**src/rtl/instruction_fetcher_if.sv**
```systemverilog
// rtl/instruction_fetcher_if.sv - decoder and memory-controller bundle for instruction_fetcher
//
// Purpose: groups the decode-side presentation handshake and the memory-side
// fetch request/response signals seen by the instruction fetcher.
// Signals:
//   inst_valid/inst_addr/inst_data  fetcher -> decoder, presented instruction
//   f_next_pc/f_ok                  decoder -> fetcher, accept and next PC
//   mem_req/mem_addr                fetcher -> memory, word fetch request
//   mem_done/mem_data               memory  -> fetcher, one-cycle response
// Modports: master = fetcher side, slave = decoder/memory side.

interface instruction_fetcher_if;
  logic        inst_valid;
  logic [31:0] inst_addr;
  logic [31:0] inst_data;
  logic [31:0] f_next_pc;
  logic        f_ok;
  logic        mem_req;
  logic [31:0] mem_addr;
  logic        mem_done;
  logic [31:0] mem_data;

  modport master (
    output inst_valid, inst_addr, inst_data, mem_req, mem_addr,
    input  f_next_pc, f_ok, mem_done, mem_data
  );

  modport slave (
    input  inst_valid, inst_addr, inst_data, mem_req, mem_addr,
    output f_next_pc, f_ok, mem_done, mem_data
  );
endinterface

```
**src/rtl/instruction_fetcher.sv**
```systemverilog
// rtl/instruction_fetcher.sv - PC owner and instruction fetch front-end with optional I-cache
//
// Purpose: fetches 32-bit instruction words from the memory controller, presents
// one at a time to the decoder, advances to the decoder's next PC on f_ok and
// redirects on a ROB flush. Optional direct-mapped cache enabled by the
// ICACHE_EN macro (one word per line, 2^ICACHE_IDX_BIT lines).
// Ports:
//   clk_in      system clock
//   rst_n_in    asynchronous active-low reset
//   rdy_in      global ready; low freezes every register
//   rob_clear   flush: drop current/in-flight fetch and redirect
//   rob_new_pc  redirect target, valid with rob_clear
//   bus         instruction_fetcher_if.master (decoder + memory signals)

module instruction_fetcher #(
  parameter logic [31:0] RESET_PC       = 32'h0,
  parameter int          ICACHE_IDX_BIT = 4
) (
  input  logic                          clk_in,
  input  logic                          rst_n_in,
  input  logic                          rdy_in,
  input  logic                          rob_clear,
  input  logic [31:0]                   rob_new_pc,
  instruction_fetcher_if.master         bus
);

  typedef enum logic [1:0] {
    S_REQ,
    S_WAIT,
    S_HOLD,
    S_DISCARD
  } state_t;

  state_t      state_q, state_d;
  logic [31:0] pc_q, pc_d;
  logic        inst_valid_q, inst_valid_d;
  logic [31:0] inst_addr_q, inst_addr_d;
  logic [31:0] inst_data_q, inst_data_d;
  logic        mem_req_q, mem_req_d;
  logic [31:0] mem_addr_q, mem_addr_d;

`ifdef ICACHE_EN
  localparam int CACHE_LINES = 1 << ICACHE_IDX_BIT;
  localparam int TAG_W       = 30 - ICACHE_IDX_BIT;

  logic [31:0]               cache_data_q [CACHE_LINES];
  logic [TAG_W-1:0]          cache_tag_q  [CACHE_LINES];
  logic [CACHE_LINES-1:0]    cache_vld_q;
  logic [ICACHE_IDX_BIT-1:0] cache_idx;
  logic [TAG_W-1:0]          cache_tag;
  logic                      cache_hit;
  logic                      cache_fill;

  // pc_q only moves in HOLD or on a flush, so during WAIT it still names the
  // word being returned and can index the fill.
  assign cache_idx  = pc_q[ICACHE_IDX_BIT+1:2];
  assign cache_tag  = pc_q[31:ICACHE_IDX_BIT+2];
  assign cache_hit  = cache_vld_q[cache_idx] && (cache_tag_q[cache_idx] == cache_tag);
  // A word dropped by a same-cycle flush is not written into the cache.
  assign cache_fill = (state_q == S_WAIT) && bus.mem_done && !rob_clear;

  always_ff @(posedge clk_in or negedge rst_n_in) begin
    if (!rst_n_in) begin
      cache_vld_q <= '0;
    end else if (rdy_in && cache_fill) begin
      cache_vld_q[cache_idx] <= 1'b1;
    end
  end

  // Payload arrays need no reset: a line is only read once its valid bit is set.
  always_ff @(posedge clk_in) begin
    if (rdy_in && cache_fill) begin
      cache_data_q[cache_idx] <= bus.mem_data;
      cache_tag_q[cache_idx]  <= cache_tag;
    end
  end
`endif

  always_comb begin
    state_d      = state_q;
    pc_d         = pc_q;
    inst_valid_d = inst_valid_q;
    inst_addr_d  = inst_addr_q;
    inst_data_d  = inst_data_q;
    mem_req_d    = mem_req_q;
    mem_addr_d   = mem_addr_q;

    case (state_q)
      S_REQ: begin
`ifdef ICACHE_EN
        if (cache_hit) begin
          inst_data_d  = cache_data_q[cache_idx];
          inst_addr_d  = pc_q;
          inst_valid_d = 1'b1;
          state_d      = S_HOLD;
        end else begin
`else
        begin
`endif
          mem_req_d  = 1'b1;
          mem_addr_d = {pc_q[31:2], 2'b00};
          state_d    = S_WAIT;
        end
      end
      S_WAIT: begin
        if (bus.mem_done) begin
          inst_data_d  = bus.mem_data;
          inst_addr_d  = pc_q;
          inst_valid_d = 1'b1;
          mem_req_d    = 1'b0;
          state_d      = S_HOLD;
        end
      end
      S_HOLD: begin
        if (bus.f_ok) begin
          pc_d         = bus.f_next_pc;
          inst_valid_d = 1'b0;
          state_d      = S_REQ;
        end
      end
      S_DISCARD: begin
        mem_req_d = 1'b0;
        if (bus.mem_done) begin
          state_d = S_REQ;
        end
      end
      default: begin
        state_d = S_REQ;
      end
    endcase

    // Flush overrides whatever the state logic chose this cycle, including a
    // same-cycle f_ok or mem_done.
    if (rob_clear) begin
      pc_d         = rob_new_pc;
      inst_valid_d = 1'b0;
      inst_addr_d  = inst_addr_q;
      inst_data_d  = inst_data_q;
      mem_req_d    = 1'b0;
      mem_addr_d   = mem_addr_q;
      if (state_q == S_WAIT) begin
        // A request is still in flight: drain its response before refetching.
        state_d = bus.mem_done ? S_REQ : S_DISCARD;
      end else if (state_q == S_DISCARD) begin
        // Keep draining; once the in-flight word has arrived there is nothing
        // left to wait for, so the state logic's choice stands.
        state_d = bus.mem_done ? S_REQ : S_DISCARD;
      end else begin
        state_d = S_REQ;
      end
    end
  end

  always_ff @(posedge clk_in or negedge rst_n_in) begin
    if (!rst_n_in) begin
      state_q      <= S_REQ;
      pc_q         <= RESET_PC;
      inst_valid_q <= 1'b0;
      inst_addr_q  <= 32'h0;
      inst_data_q  <= 32'h0;
      mem_req_q    <= 1'b0;
      mem_addr_q   <= 32'h0;
    end else if (rdy_in) begin
      state_q      <= state_d;
      pc_q         <= pc_d;
      inst_valid_q <= inst_valid_d;
      inst_addr_q  <= inst_addr_d;
      inst_data_q  <= inst_data_d;
      mem_req_q    <= mem_req_d;
      mem_addr_q   <= mem_addr_d;
    end
  end

  assign bus.inst_valid = inst_valid_q;
  assign bus.inst_addr  = inst_addr_q;
  assign bus.inst_data  = inst_data_q;
  assign bus.mem_req    = mem_req_q;
  assign bus.mem_addr   = mem_addr_q;

endmodule

```
**src/flat_wrapper.sv**
```systemverilog
// flat-port wrapper written by rule: the top's interface ports become plain ports
module instruction_fetcher_flat 
#(
  parameter logic [31:0] RESET_PC       = 32'h0,
  parameter int          ICACHE_IDX_BIT = 4
)
  (clk_in, rst_n_in, rdy_in, rob_clear, rob_new_pc, bus_inst_valid, bus_inst_addr, bus_inst_data, bus_mem_req, bus_mem_addr, bus_f_next_pc, bus_f_ok, bus_mem_done, bus_mem_data);
  instruction_fetcher_if bus_i ();
  input  logic clk_in;
  input  logic rst_n_in;
  input  logic rdy_in;
  input  logic rob_clear;
  input  logic [31:0] rob_new_pc;
  output wire logic [$bits(bus_i.inst_valid)-1:0] bus_inst_valid;
  output wire logic [$bits(bus_i.inst_addr)-1:0] bus_inst_addr;
  output wire logic [$bits(bus_i.inst_data)-1:0] bus_inst_data;
  output wire logic [$bits(bus_i.mem_req)-1:0] bus_mem_req;
  output wire logic [$bits(bus_i.mem_addr)-1:0] bus_mem_addr;
  input wire logic [$bits(bus_i.f_next_pc)-1:0] bus_f_next_pc;
  input wire logic [$bits(bus_i.f_ok)-1:0] bus_f_ok;
  input wire logic [$bits(bus_i.mem_done)-1:0] bus_mem_done;
  input wire logic [$bits(bus_i.mem_data)-1:0] bus_mem_data;
  assign bus_inst_valid = bus_i.inst_valid;
  assign bus_inst_addr = bus_i.inst_addr;
  assign bus_inst_data = bus_i.inst_data;
  assign bus_mem_req = bus_i.mem_req;
  assign bus_mem_addr = bus_i.mem_addr;
  assign bus_i.f_next_pc = bus_f_next_pc;
  assign bus_i.f_ok = bus_f_ok;
  assign bus_i.mem_done = bus_mem_done;
  assign bus_i.mem_data = bus_mem_data;
  instruction_fetcher #(.RESET_PC(RESET_PC), .ICACHE_IDX_BIT(ICACHE_IDX_BIT)) u_core (.clk_in(clk_in), .rst_n_in(rst_n_in), .rdy_in(rdy_in), .rob_clear(rob_clear), .rob_new_pc(rob_new_pc), .bus(bus_i));
endmodule
```
**config.mk**
```make
export PLATFORM = sky130hd
export DESIGN_NAME = instruction_fetcher_flat
export DESIGN_NICKNAME = d
export VERILOG_FILES = /design/src/rtl/instruction_fetcher_if.sv /design/src/rtl/instruction_fetcher.sv /design/src/flat_wrapper.sv
export SDC_FILE = /design/constraint.sdc
export NUM_CORES = 1
export LEC_CHECK = 0
export BUFFER_PORTS_ARGS = -buffer_cell sky130_fd_sc_hd__buf_2
export CAP_MARGIN = 10
export CORE_MARGIN = 2
export CORE_UTILIZATION = 44
export DETAILED_ROUTE_END_ITERATION = 16
export HOLD_SLACK_MARGIN = 0.03
export PLACE_DENSITY_LB_ADDON = 0.08
export RECOVER_POWER = 25
export SLEW_MARGIN = 20
export SYNTH_ARGS = -nofsm -noshare
export SYNTH_HDL_FRONTEND = slang
export SYNTH_SLANG_ARGS = --single-unit
```
**constraint.sdc**
```tcl
create_clock -name clk_in -period 1.51 [get_ports clk_in]
set_input_delay 0 -clock clk_in [delete_from_list [all_inputs] [get_ports clk_in]]
set_output_delay 0 -clock clk_in [all_outputs]
set_load 0.02 [all_outputs]
```
=== Word-level counts from Yosys, hierarchy flattened ===
Index checks and enable logic that the tools add are counted.

* Register bits after elaboration: 130
* Bits of input ports: 102
* Output and inout port bits: 98
* Word-level logic and storage cells: 43

* Equality and inequality tests: 6
* Mux-type cells: 18
* Bitwise logic cells: 1
* Reductions and logical operators: 11

{| class="wikitable"
|+ Operators with widths
! kind !! count
|-
| 2-to-1 mux 32 bit || 3
|-
| 2-to-1 mux 2 bit || 7
|-
| AND reduction 4 bit || 3
|-
| != test 3 bit (second input constant) || 3
|-
| AND reduction 3 bit || 3
|-
| one-hot mux 2 bit (4 select lines) || 1
|-
| 2-to-1 mux 1 bit || 5
|-
| == test 2 bit (second input constant) || 2
|-
| nonzero test 2 bit || 2
|-
| nonzero test 4 bit || 1
|-
| one-hot mux 1 bit (3 select lines) || 1
|-
| nonzero test 3 bit || 1
|-
| == test 2 x 1 -> 1 bit (second input constant) || 1
|-
| logical NOT 2 bit || 1
|-
| one-hot mux 1 bit (2 select lines) || 1
|-
| NOT 1 bit || 1
|}

=== Depth between registers and ports, before layout ===
Gate-level depths: netlist of run 1.

* Depth after elaboration: 4
* Depth in mapped cells: 6
* Gate-level depth less buffers: 3

=== Worst setup path after synthesis of run 1 ===
No wires, ideal clock.

* Path type: reg2reg
* Start: register u_core.state_q[1]
* End: register u_core.inst_addr_q[0] (netlist: u_core.bus.inst_addr[0])
* Library setup time: 0.127 ns
* Arrival time: 1.363 ns
* Data required time: 1.383 ns
* Setup slack: 0.020 ns
* Stages on the path, launching flop included: 6
* Path buffers: 2
* Clock period less this slack: 1.490 ns
* Cells stage by stage: dfrtp_1 -> nand2b_2 -> nor3_2 -> buf_4 -> buf_6 -> mux2_1

* Cells in the longest elaborated chain, start to end: 2

{| class="wikitable"
|+ Ends and longest elaborated chain
! what !! RTL line !! text
|-
| start, declared || instruction_fetcher.sv:34 || <nowiki>state_t state_q, state_d;</nowiki>
|-
| start signal, assigned || instruction_fetcher.sv:164 || <nowiki>state_q <= state_d;</nowiki>
|-
| == test 2 x 1 -> 1 bit || instruction_fetcher.sv:88 || <nowiki>case (state_q)</nowiki>
|-
| AND reduction 4 bit (no source line) || n/a ||
|-
| end signal, assigned || instruction_fetcher.sv:167 || <nowiki>inst_addr_q <= inst_addr_d;</nowiki>
|-
| end, declared || instruction_fetcher.sv:37 || <nowiki>logic [31:0] inst_addr_q, inst_addr_d;</nowiki>
|}

Every way passes these cells.
A chain may end at the register's enable or synchronous reset.

=== Worst setup path after layout of run 1 ===
* Start: register u_core.state_q[1]
* End: register u_core.mem_addr_q[30] (netlist: u_core.bus.mem_addr[30])

* Cells in the longest elaborated chain, start to end: 2

{| class="wikitable"
|+ Ends and longest elaborated chain
! what !! RTL line !! text
|-
| logical NOT 2 bit || instruction_fetcher.sv:88 ||
|-
| AND reduction 3 bit (no source line) || n/a ||
|-
| end signal, assigned || instruction_fetcher.sv:170 || <nowiki>mem_addr_q <= mem_addr_d;</nowiki>
|-
| end, declared || instruction_fetcher.sv:40 || <nowiki>logic [31:0] mem_addr_q, mem_addr_d;</nowiki>
|}

Every way passes these cells.

==> results.md, run 1 <==
* Die Width at 114 um
* Initial Util at 0.449
* Switching share of power at 0.333
* RSZ-0062 raised after global routing: yes
* Nets at roughly 770
* Worst R2R Start: u_core.state_q[1]
* Clock latency on the worst-skew pair at 0.42 ns
* Final instance area at 9050 um2
* Failing checks: setup timing
* Largest net degree at the start of global routing at 61
* Dominant synthesized flop cell: dfrtp_1
* Initial antenna violation count at 0
* DIE HEIGHT at 114 um
* Row count at 40
* NetSw at roughly 5.4 mW
* First-pass GRT wire length at about 22 mm
* Hold Crit Class: in2reg
* Routed WL per cell at 18.0 um
* GPL Wtd Cong at between 0.7 and 0.8
* Syn Std Cell Area at between 5000 and 6000 um2
* ANT cells at 0
* Fillcell total at between 700 and 800
* Pint at 10.7 mW
* Share of cells above drive strength 1 at 0.596
* Netlist cell types at 22
* Final setup TNS at -6.55 ns
* CTS Root Cell: clkbuf_16
* Number of synthesis warnings at 0
* Register Area at 3250 um2
* WS Path Type: reg2reg
* Routed Antenna Nets at 0
* Cells after Synth at about 330
* Sequential share of power at 0.362
* Worst Setup EP: u_core.bus.mem_addr[30]
* Core area at roughly 12000 um2
* Hold WS at between 0.08 and 0.09 ns
* Buffers on Ports at just under 200
* Area of the multi-input gates at 2340 um2
* Vias per cell at between 4 and 5
* Layout area overhead at 68.6%
* Relative slew margins at 0.546
* Post-synthesis async set-or-reset flop share at 1.00
* #FFs+latches synth at 130
* Top Layer Used: met4
* CTS tree: yes
* Synth top area share at 0.606
* Placed Instances at 674
* Crit path time final at ~1.6 ns
* CTS Buf Count at 17
* Post-route DRC at 0
* Final wirelength at about 15 mm
* DRT iter0 DRCs at approximately 160
* M1 WL at 6.15 mm
* GRT overflow at 0
* Hold Startpoint: rob_clear
* Post-route setup slack at -0.117 ns
* Top-Level Pins at 200
* Final period util at 1.08
* Max Slew Vio Count at 0
* Vias in the first global route at about 4400
* Status: complete, but fails checks
* Max Buffers Root-to-Sink at 2
* Place WS at -0.118 ns
* GRT Util Overall at 0.220
* Final std cells w/o fill at 832
* Critical R2R Capture: u_core.bus.mem_addr[30]
* Tot Pwr at around 16 mW
* Cell Pwr Density at approximately 1800 nW/um2
* Number of synthesized flops with an enable pin at 0
* Clk sinks at 130
* Worst R2R Setup Slack at -0.12 ns
* Arr. time, crit path at between 1.5 and 2 ns
* CP endpoint kind: flop
* Peak supply drop at about 0.0015 V
* Pre-antenna DRT Iters at 4
* Setup crit start: u_core.state_q[1]
* Placed instance area at between 6000 and 7000 um2
* WL met3 at approximately 900 um
* Avg Inst Size Synth at approximately 16 um2
* Max Freq at 615 MHz
* Worst-path clk slew at ~0.060 ns
* Final hold violation count at 0
* Comb power frac at 0.393
* Post-DP HPWL at approximately 8 mm
* Synth area leader: dfrtp_1
* Static Leakage at ~4.5 nW
* Seq/Total Area, Yosys at 0.606
* DIE AREA at 13100 um2
* Met2 WL at 7.71 mm
* Reg2reg path depth at 6
* Crit path max fanout at 8
* Vias at ~4100
* Worst-Margin Slew at 0.680 ns
* H-Tree Depth at 4
* Data required time at the worst endpoint at roughly 1.8 ns
* Startpoint Class: flop
* Max Cap Violations at 0
* Final Skew at around 0.016 ns
* Area contributors post-synth: dfrtp_1, mux2_2, mux2_1, buf_6, buf_4
* Setup violators final at between 90 and 100
* Clock Power Share at 0.245
* Final Util at 0.757
-- cell families (layout without fill, tap and decap cells) --
kind of cell / after synthesis / in the layout / synth area share
AO/OA/AOI/OAI: 10 / 10 / 0.0144
buffers and inverters: 23 / 376 / 0.0354
flip-flops: 130 / 130 / 0.606
multiplexers: 158 / 158 / 0.331
other: 1 / 2 / 0.000698
AND/OR/NAND/NOR: 9 / 9 / 0.0123
-- area by class of cell --
| type | instances | share of cell area |
|---|---|---|
| Inverter | 3 | 0.00124 |
| Tap cell | 147 | 0.0203 |
| Timing Repair Buffer | 341 | 0.298 |
| Sequential cell | 130 | 0.359 |
| Clock inverter | 5 | 0.00829 |
| Clock buffer | 27 | 0.0545 |
| Multi-Input combinational cell | 179 | 0.259 |
-- worst min-delay path by stage --
stage | cells past startpoint | slack, ns | to
finish | 3 | 0.08 | u_core.state_q[1]
global route | 3 | 0.08 | u_core.state_q[1]
CTS | 2 | 0.04 | u_core.bus.inst_data[3]
detailed placement | 1 | -0.06 | u_core.bus.inst_data[3]
global placement | 1 | -0.06 | u_core.bus.inst_data[29]
floorplan | 0 | -0.30 | u_core.bus.inst_addr[0]
-- power by group through the flow --
stage          combinational, mW  sequential [mW]  clock, mW
2_1_floorplan               1.47             7.26          0
3_3_place_gp                4.93             5.69          0
3_5_place_dp                5.02             5.74          0
4_1_cts                     5.73             5.74       4.03
5_1_grt                     6.68             6.01       4.21
6_report                    6.33             5.82       3.95
-- critical path, stage by stage (launching register included) --
cell	delay (ns)
dfrtp_1	0.40
nand2b_4	0.17
buf_6	0.12
nor3_4	0.19
buf_12	0.16
buf_12	0.15
mux2_4	0.31
-- routing by layer --
metal / GRT usage / vias up
met1: 0.254 / 2061
met4: 0.0919 / 0
met3: 0.0641 / 17
li1: - / 1871
met5: 0 / -
met2: 0.382 / 141
-- timing repair --
action                     4_1_cts  5_1_grt
gates cloned                     4        6
setup endpoints to repair      111      126
resized for setup               54       71
hold buffers                   103        0
pin swaps                        2        3
hold endpoints to repair       198        0
setup buffers                    8        6
-- cells in the mapped netlist, drive strengths merged (2+ instances only) --
master,count
inv,3
nand2,2
buf,20
a21oi,4
mux2,158
dfrtp,130
nor3,2
-- registers in the layout, summed over array words and instances (netlist names) --
name,count
u_core.bus.mem_req,1
u_core.state_q,2
u_core.bus.inst_addr,32
u_core.bus.mem_addr,30
u_core.pc_q,32
u_core.bus.inst_valid,1
u_core.bus.inst_data,32
-- cell usage in the layout, fill, tap and decap left out --
master / instances
buf_2: 196
o31ai_1: 1
and3b_2: 1
buf_6: 7
nor3_4: 2
nand2b_4: 1
inv_1: 3
nor3b_1: 1
buf_8: 2
nand2_2: 1
bufinv_16: 2
a221o_1: 1
nor4b_1: 1
clkbuf_1: 7
buf_12: 13
o21ai_4: 1
mux2_1: 19
o32a_1: 1
buf_16: 3
nand2_1: 1
nand3_1: 1
mux2_2: 35
buf_4: 9
clkbuf_4: 1
a21o_1: 1
o22ai_1: 1
dlygate4sd3_1: 103
clkbuf_8: 3
clkbuf_16: 23
dfrtp_1: 130
clkbuf_2: 1
a21oi_1: 4
conb_1: 2
clkinv_2: 3
mux2_4: 104
(Power assumes the default switching activity.)
==> run 2, diff against run 1 <==
- ABC_AREA: default -> 1
- CORE_UTILIZATION: 44 -> 45
==> run 2 against run 1 <==
Compared with the run above:
- the flow now finishes without violations
- hold slack got worse by 0.0051 ns
- critical path depth unchanged
- clock skew decreased by 0.011 ns
- clock power decreased by 4%
- flip-flop and latch count unchanged
- clock-buffer cell count decreased by 3
- non-clock buffer count decreased by 33
- first-iteration DRC count increased by 110%
- synthesized cell count increased by 68%
- largest cell class unchanged
- highest routed layer unchanged
==> results.md, run 2 <==
* WS Path Type: reg2reg
* Crit path time final at 1.37 ns
* GRT overflow at 0
* Share of cells above drive strength 1 at 0.338
* #FFs+latches synth at 130
* Die Width at roughly 120 um
* Post-route DRC at 0
* Largest family of logic cells by synthesized area: compound AO/OA/AOI/OAI gates
* Crit path buf inv count at 2
* Clock latency on the worst-skew pair at roughly 0.41 ns
* First-pass GRT wire length at between 20 and 25 mm
* Placed instance area at ~6700 um2
* Most numerous cell in the Yosys netlist: nand2_1
* Hold WS at 0.0790 ns
* Initial Util at 0.461
* Max Buffers Root-to-Sink at 2
* Arr. time, crit path at 1.65 ns
* Synth top area share at 0.585
* RSZ-0062 raised after global routing: no
* CTS Buf Count at 17
* DIE AREA at ~13000 um2
* Critical-path cell list: inv_2, nor2_4, nand4_4, buf_12, nand2_1, o21ai_0
* Nets at about 950
* Dominant synthesized flop cell: dfrtp_1
* Routed Antenna Nets at 0
* Layout area overhead at 48.1%
* Post-CTS setup buffer count at 0
* Cells after Synth at 555
* Post-CTS resize count at 0
* Cell family with most CP delay: flip-flops
* Place WS at ~0.17 ns
* H-Tree Depth at 4
* Max stage delay on crit path at around 0.45 ns
* GRT Util Overall at 0.214
* Final hold violation count at 0
* Final setup TNS at 0 ns
* Number of synthesis warnings at 0
* Netlist cell types at 20
* Max Freq at 733 MHz
* Worst-path clk slew at 0.05 ns
* Synth area leader: dfrtp_1
* Row count at 40
* Final period util at 0.904
* Number of synthesized flops with an enable pin at 0
* Max Slew Vio Count at 0
* Top-Level Pins at 200
* Post-synthesis async set-or-reset flop share at 1.00
* Clk sinks at 130
* Data required time at the worst endpoint at ~1.8 ns
* Relative slew margins at 0.440
* Cell Pwr Density at around 1800 nW/um2
* CTS Root Cell: clkbuf_16
* Vias in the first global route at 4679
* Setup violators final at 0
* Synth cell count leaders: nand2_1, dfrtp_1, inv_1
* Synth Area in Adders at 0
* Vias per cell at between 4 and 5
* CTS tree: yes
* Register Area at 3250 um2
* Syn Std Cell Area at about 5600 um2
* Avg Inst Size Synth at ~10 um2
* Fillcell total at just under 1000
* Crit path max fanout at about 70
* Xor-xnor portion of the synthesized cell area at 0
* Commonest non-fill, non-tap cell in the layout: buf_2
* Slowest cell on the critical path: dfrtp_1
* Compound-gate portion of the synthesized area at 0.151
* Most frequent cells in the layout: buf_2, nand2_1, dfrtp_1
* Routed WL per cell at between 10 and 15 um
* Status: finished clean
* Pre-antenna DRT Iters at 6
* Initial antenna violation count at 0
* Startpoint Class: flop
* Max Cap Violations at 0
* Post-synthesis simple-gate area fraction at 0.112
* Vias at ~4700
* DRT iter0 DRCs at 340
* Area of the multi-input gates at ~1800 um2
* Post-synthesis mux area share at 0.0576
* Hold Crit Class: in2reg
* GPL Wtd Cong at just over 0.8
* Largest net degree at the start of global routing at 73
* Static Leakage at approximately 4.4 nW
* Final Skew at slightly above 0.005 ns
* Seq/Total Area, Yosys at 0.585
* Area contributors post-synth: dfrtp_1, nand2_1, o21ai_2, mux2i_1, inv_1
* DIE HEIGHT at 115 um
* Post-route setup slack at roughly 0.14 ns
* Final wirelength at 13.5 mm
* Hold-fix buffers, CTS at 100
* Core area at between 10000 and 15000 um2
* Post-DP HPWL at between 8 and 9 mm
* CP endpoint kind: flop
* Worst-Margin Slew at between 0.8 and 0.9 ns
* Peak supply drop at ~0.0012 V
* Buffers on Ports at around 200
* Final instance area at approximately 8200 um2
-- run 2: final timing paths --
| check | from | end | slack [ns] | cells past startpoint |
|---|---|---|---|---|
| worst max-delay path | u_core.state_q[0] | u_core.bus.inst_addr[14] | 0.14 | 6 |
| min in group asynchronous | rst_n_in | u_core.bus.inst_data[30] | 0.23 | 2 |
| worst min register to register | u_core.bus.inst_data[29] | u_core.bus.inst_data[29] | 0.47 | 2 |
| worst min-delay path | bus_mem_done | u_core.state_q[1] | 0.08 | 6 |
| max in group asynchronous | rst_n_in | u_core.bus.inst_data[20] | 0.46 | 3 |
| worst max register to register | u_core.state_q[0] | u_core.bus.inst_addr[14] | 0.14 | 6 |
-- run 2: logic make-up after synthesis --
family,count (synthesis)
other cells,1
mux,32
simple gates,158
compound gates,130
flops,130
buf+inv,104
-- run 2: where the power goes --
part           leakage, nW  internal, mW  switching (mW)
Sequential            1.65          4.87           0.762
Clock                0.275          2.40            1.40
Combinational         2.50          2.00            3.35
-- run 2: per-layer routing --
metal	GRT usage	routed length (um)	up-vias
met2	0.358	6660	161
met1	0.259	5850	2120
met3	0.0622	800	18
met5	0	0	-
li1	-	-	2357
met4	0.0908	222	0
-- run 2: layout make-up --
cell class | instances | area share
flip-flops and latches | 130 | 0.395
multi-input cells | 322 | 0.219
clock buffers | 24 | 0.0597
diodes | 1 | 0.000304
repair buffers | 308 | 0.260
well taps | 168 | 0.0255
inverters | 72 | 0.0328
clock inverters | 6 | 0.00669
-- run 2: per-stage QoR --
step	util	power [mW]	instances
5_1_grt	0.682	15.8	1030
3_5_place_dp	0.554	10.8	900
3_3_place_gp	0.554	10.7	900
2_1_floorplan	-	8.95	556
4_1_cts	0.683	14.9	1030
6_report	0.683	14.8	1031
-- run 2: worst min-delay path: cells and delay by family --
family,cells,cell delay [ns]
AOI/OAI and AO/OA,1,0.08
buffers and inverters,1,0.12
and+or+nand+nor,4,0.25
==> run 3, diff against run 2 <==
- CORE_UTILIZATION: 45 -> 40
- REMOVE_ABC_BUFFERS: default -> 1
==> run 3 against run 2 <==
Compared with the run above:
- power is 1.3% higher
- wire length is 2.8% lower
- setup slack worse by 0.047 ns
- flip-flop and latch count stayed put
- final area is 0.52% higher
==> results.md, run 3 (same netlist as run 2, synthesis figures left out) <==
* Max Buffers Root-to-Sink at 2
* Initial antenna violation count at 0
* Hold path depth at 6
* GRT Util Overall at 0.183
* Post-route DRC at 0
* Final period util at 0.935
* DIE HEIGHT at ~120 um
* Startpoint Class: flop
* Max stage delay on crit path at between 0.4 and 0.5 ns
* Routed Antenna Nets at 0
* Pint at about 9.5 mW
* Hold WS at about 0.064 ns
* Die Width at around 120 um
* Buffers on Ports at slightly below 200
* Setup crit start: u_core.state_q[1]
* Final std cells w/o fill at between 1000 and 1500
* Pre-antenna DRT Iters at 4
* Slowest cell on the critical path: dfrtp_1
* Final setup TNS at 0 ns
* CTS Buf Count at 17
* Max Freq at 708 MHz
* Placed Instances at 913
* Crit path buf inv count at 1
* Crit path max fanout at 103
* Max Slew Vio Count at 0
* Hold Startpoint: bus_f_ok
* CTS Root Cell: clkbuf_16
* DRT iter0 DRCs at between 200 and 250
* Post-DP HPWL at 8.62 mm
* Final wirelength at ~13 mm
* Row count at 43
* Critical-path cell list: nor2_4, nand4_4, buf_16, nand2_1, o21ai_2
* Layout area overhead at 48.8%
* Switching share of power at 0.365
* Clock Power Share at 0.268
* CTS tree: yes
* Place WS at around 0.096 ns
* Status: finished clean
* Nets at approximately 950
* CP endpoint kind: flop
* Peak supply drop at about 0.00068 V
* Initial Util at 0.405
* Most frequent cells in the layout: buf_2, nand2_1, dfrtp_1
* Post-route setup slack at just under 0.1 ns
* Share of cells above drive strength 1 at 0.339
* Final hold violation count at 0
* Largest net degree at the start of global routing at around 100
* Vias per cell at around 4.5
* Static Leakage at 4.44 nW
* Final instance area at 8280 um2
* Worst-path clk slew at ~0.05 ns
* GRT overflow at 0
* ANT cells at 0
* Max Cap Violations at 0
* GPL Wtd Cong at 0.791
* Vias in the first global route at 4438
* Clk sinks at between 100 and 150
* Comb power frac at 0.358
* Commonest non-fill, non-tap cell in the layout: buf_2
* Top-Level Pins at 200
* Hold path endpoint: u_core.bus.inst_valid
* NetSw at 5.46 mW
* Worst R2R Setup Slack at ~0.098 ns
* Reg2reg path depth at 5
* WS Path Type: reg2reg
* Routed WL per cell at 12.6 um
* Crit path time final at around 1.4 ns
* Final Util at 0.603
* H-Tree Depth at 4
* Data required time at the worst endpoint at 1.79 ns
* Placed instance area at 6720 um2
* Cell Pwr Density at around 1800 nW/um2
* Cell family with most CP delay: flip-flops
* Worst R2R Start: u_core.state_q[1]
* Relative slew margins at 0.334
* Core area at approximately 14000 um2
* Worst-Margin Slew at roughly 1 ns
* First-pass GRT wire length at between 20 and 25 mm
* Vias at 4640
* Clock latency on the worst-skew pair at just over 0.4 ns
* Final Skew at between 0.004 and 0.005 ns
* Setup violators final at 0
* DIE AREA at between 10000 and 15000 um2
* Tot Pwr at 15.0 mW
* Sequential share of power at 0.375
* Arr. time, crit path at roughly 1.7 ns
* Hold Crit Class: in2reg
* Critical R2R Capture: u_core.bus.inst_addr[25]
## run 3: cell types whose count changed in the layout (fill, tap and decap cells not counted), sizes merged
cell         change
clkbuf           +2
clkinv           -2
dlygate4sd3      -2
bufinv           +1
diode            -1
## run 3: timing repair
item | CTS | global route
resized for setup | 0 | 1
endpoints found under the hold margin | 196 | 0
hold buffers | 98 | 0
endpoints found under the setup margin | 0 | 10
setup buffers | 0 | 0
## run 3: cell type report
type	count	area, um2
clock buffer	25	505
clock inverter	5	75.1
fill	1193	5440
inverter	72	270
multi-input combinational	322	1810
sequential	130	3250
tap	180	225
timing repair buffer	307	2140
## run 3: power by group through the flow
stage / logic, mW / registers, mW / clock network [mW]
after floorplan: 1.88 / 6.98 / 0
after global placement: 5.10 / 5.60 / 0
after detailed placement: 5.20 / 5.66 / 0
after CTS: 5.43 / 5.62 / 4.11
after global routing: 5.91 / 5.79 / 4.28
final: 5.36 / 5.61 / 4.01
## run 3: how the worst max path moves through the flow
| stage | end | depth (start not counted) |
|---|---|---|
| 3_5_place_dp | u_core.bus.inst_addr[25] | 5 |
| 2_1_floorplan | u_core.bus.inst_addr[13] | 4 |
| 4_1_cts | u_core.bus.inst_addr[25] | 5 |
| 3_3_place_gp | u_core.bus.inst_data[4] | 6 |
| 6_report | u_core.bus.inst_addr[25] | 5 |
| 5_1_grt | u_core.bus.inst_addr[15] | 5 |
## run 3: layer usage
metal | GRT usage | vias up | routed length [um]
met1 | 0.235 | 2114 | 6070
met5 | 0 | - | 0
met2 | 0.288 | 154 | 6000
met3 | 0.0679 | 12 | 931
li1 | - | 2360 | -
met4 | 0.0603 | 0 | 149
## run 3: tightest hold or removal path: cells and delay by family
kind | cells | cell delay (ns)
and+or+nand+nor | 4 | 0.23
AOI/OAI and AO/OA | 1 | 0.12
buffers and inverters | 1 | 0.07
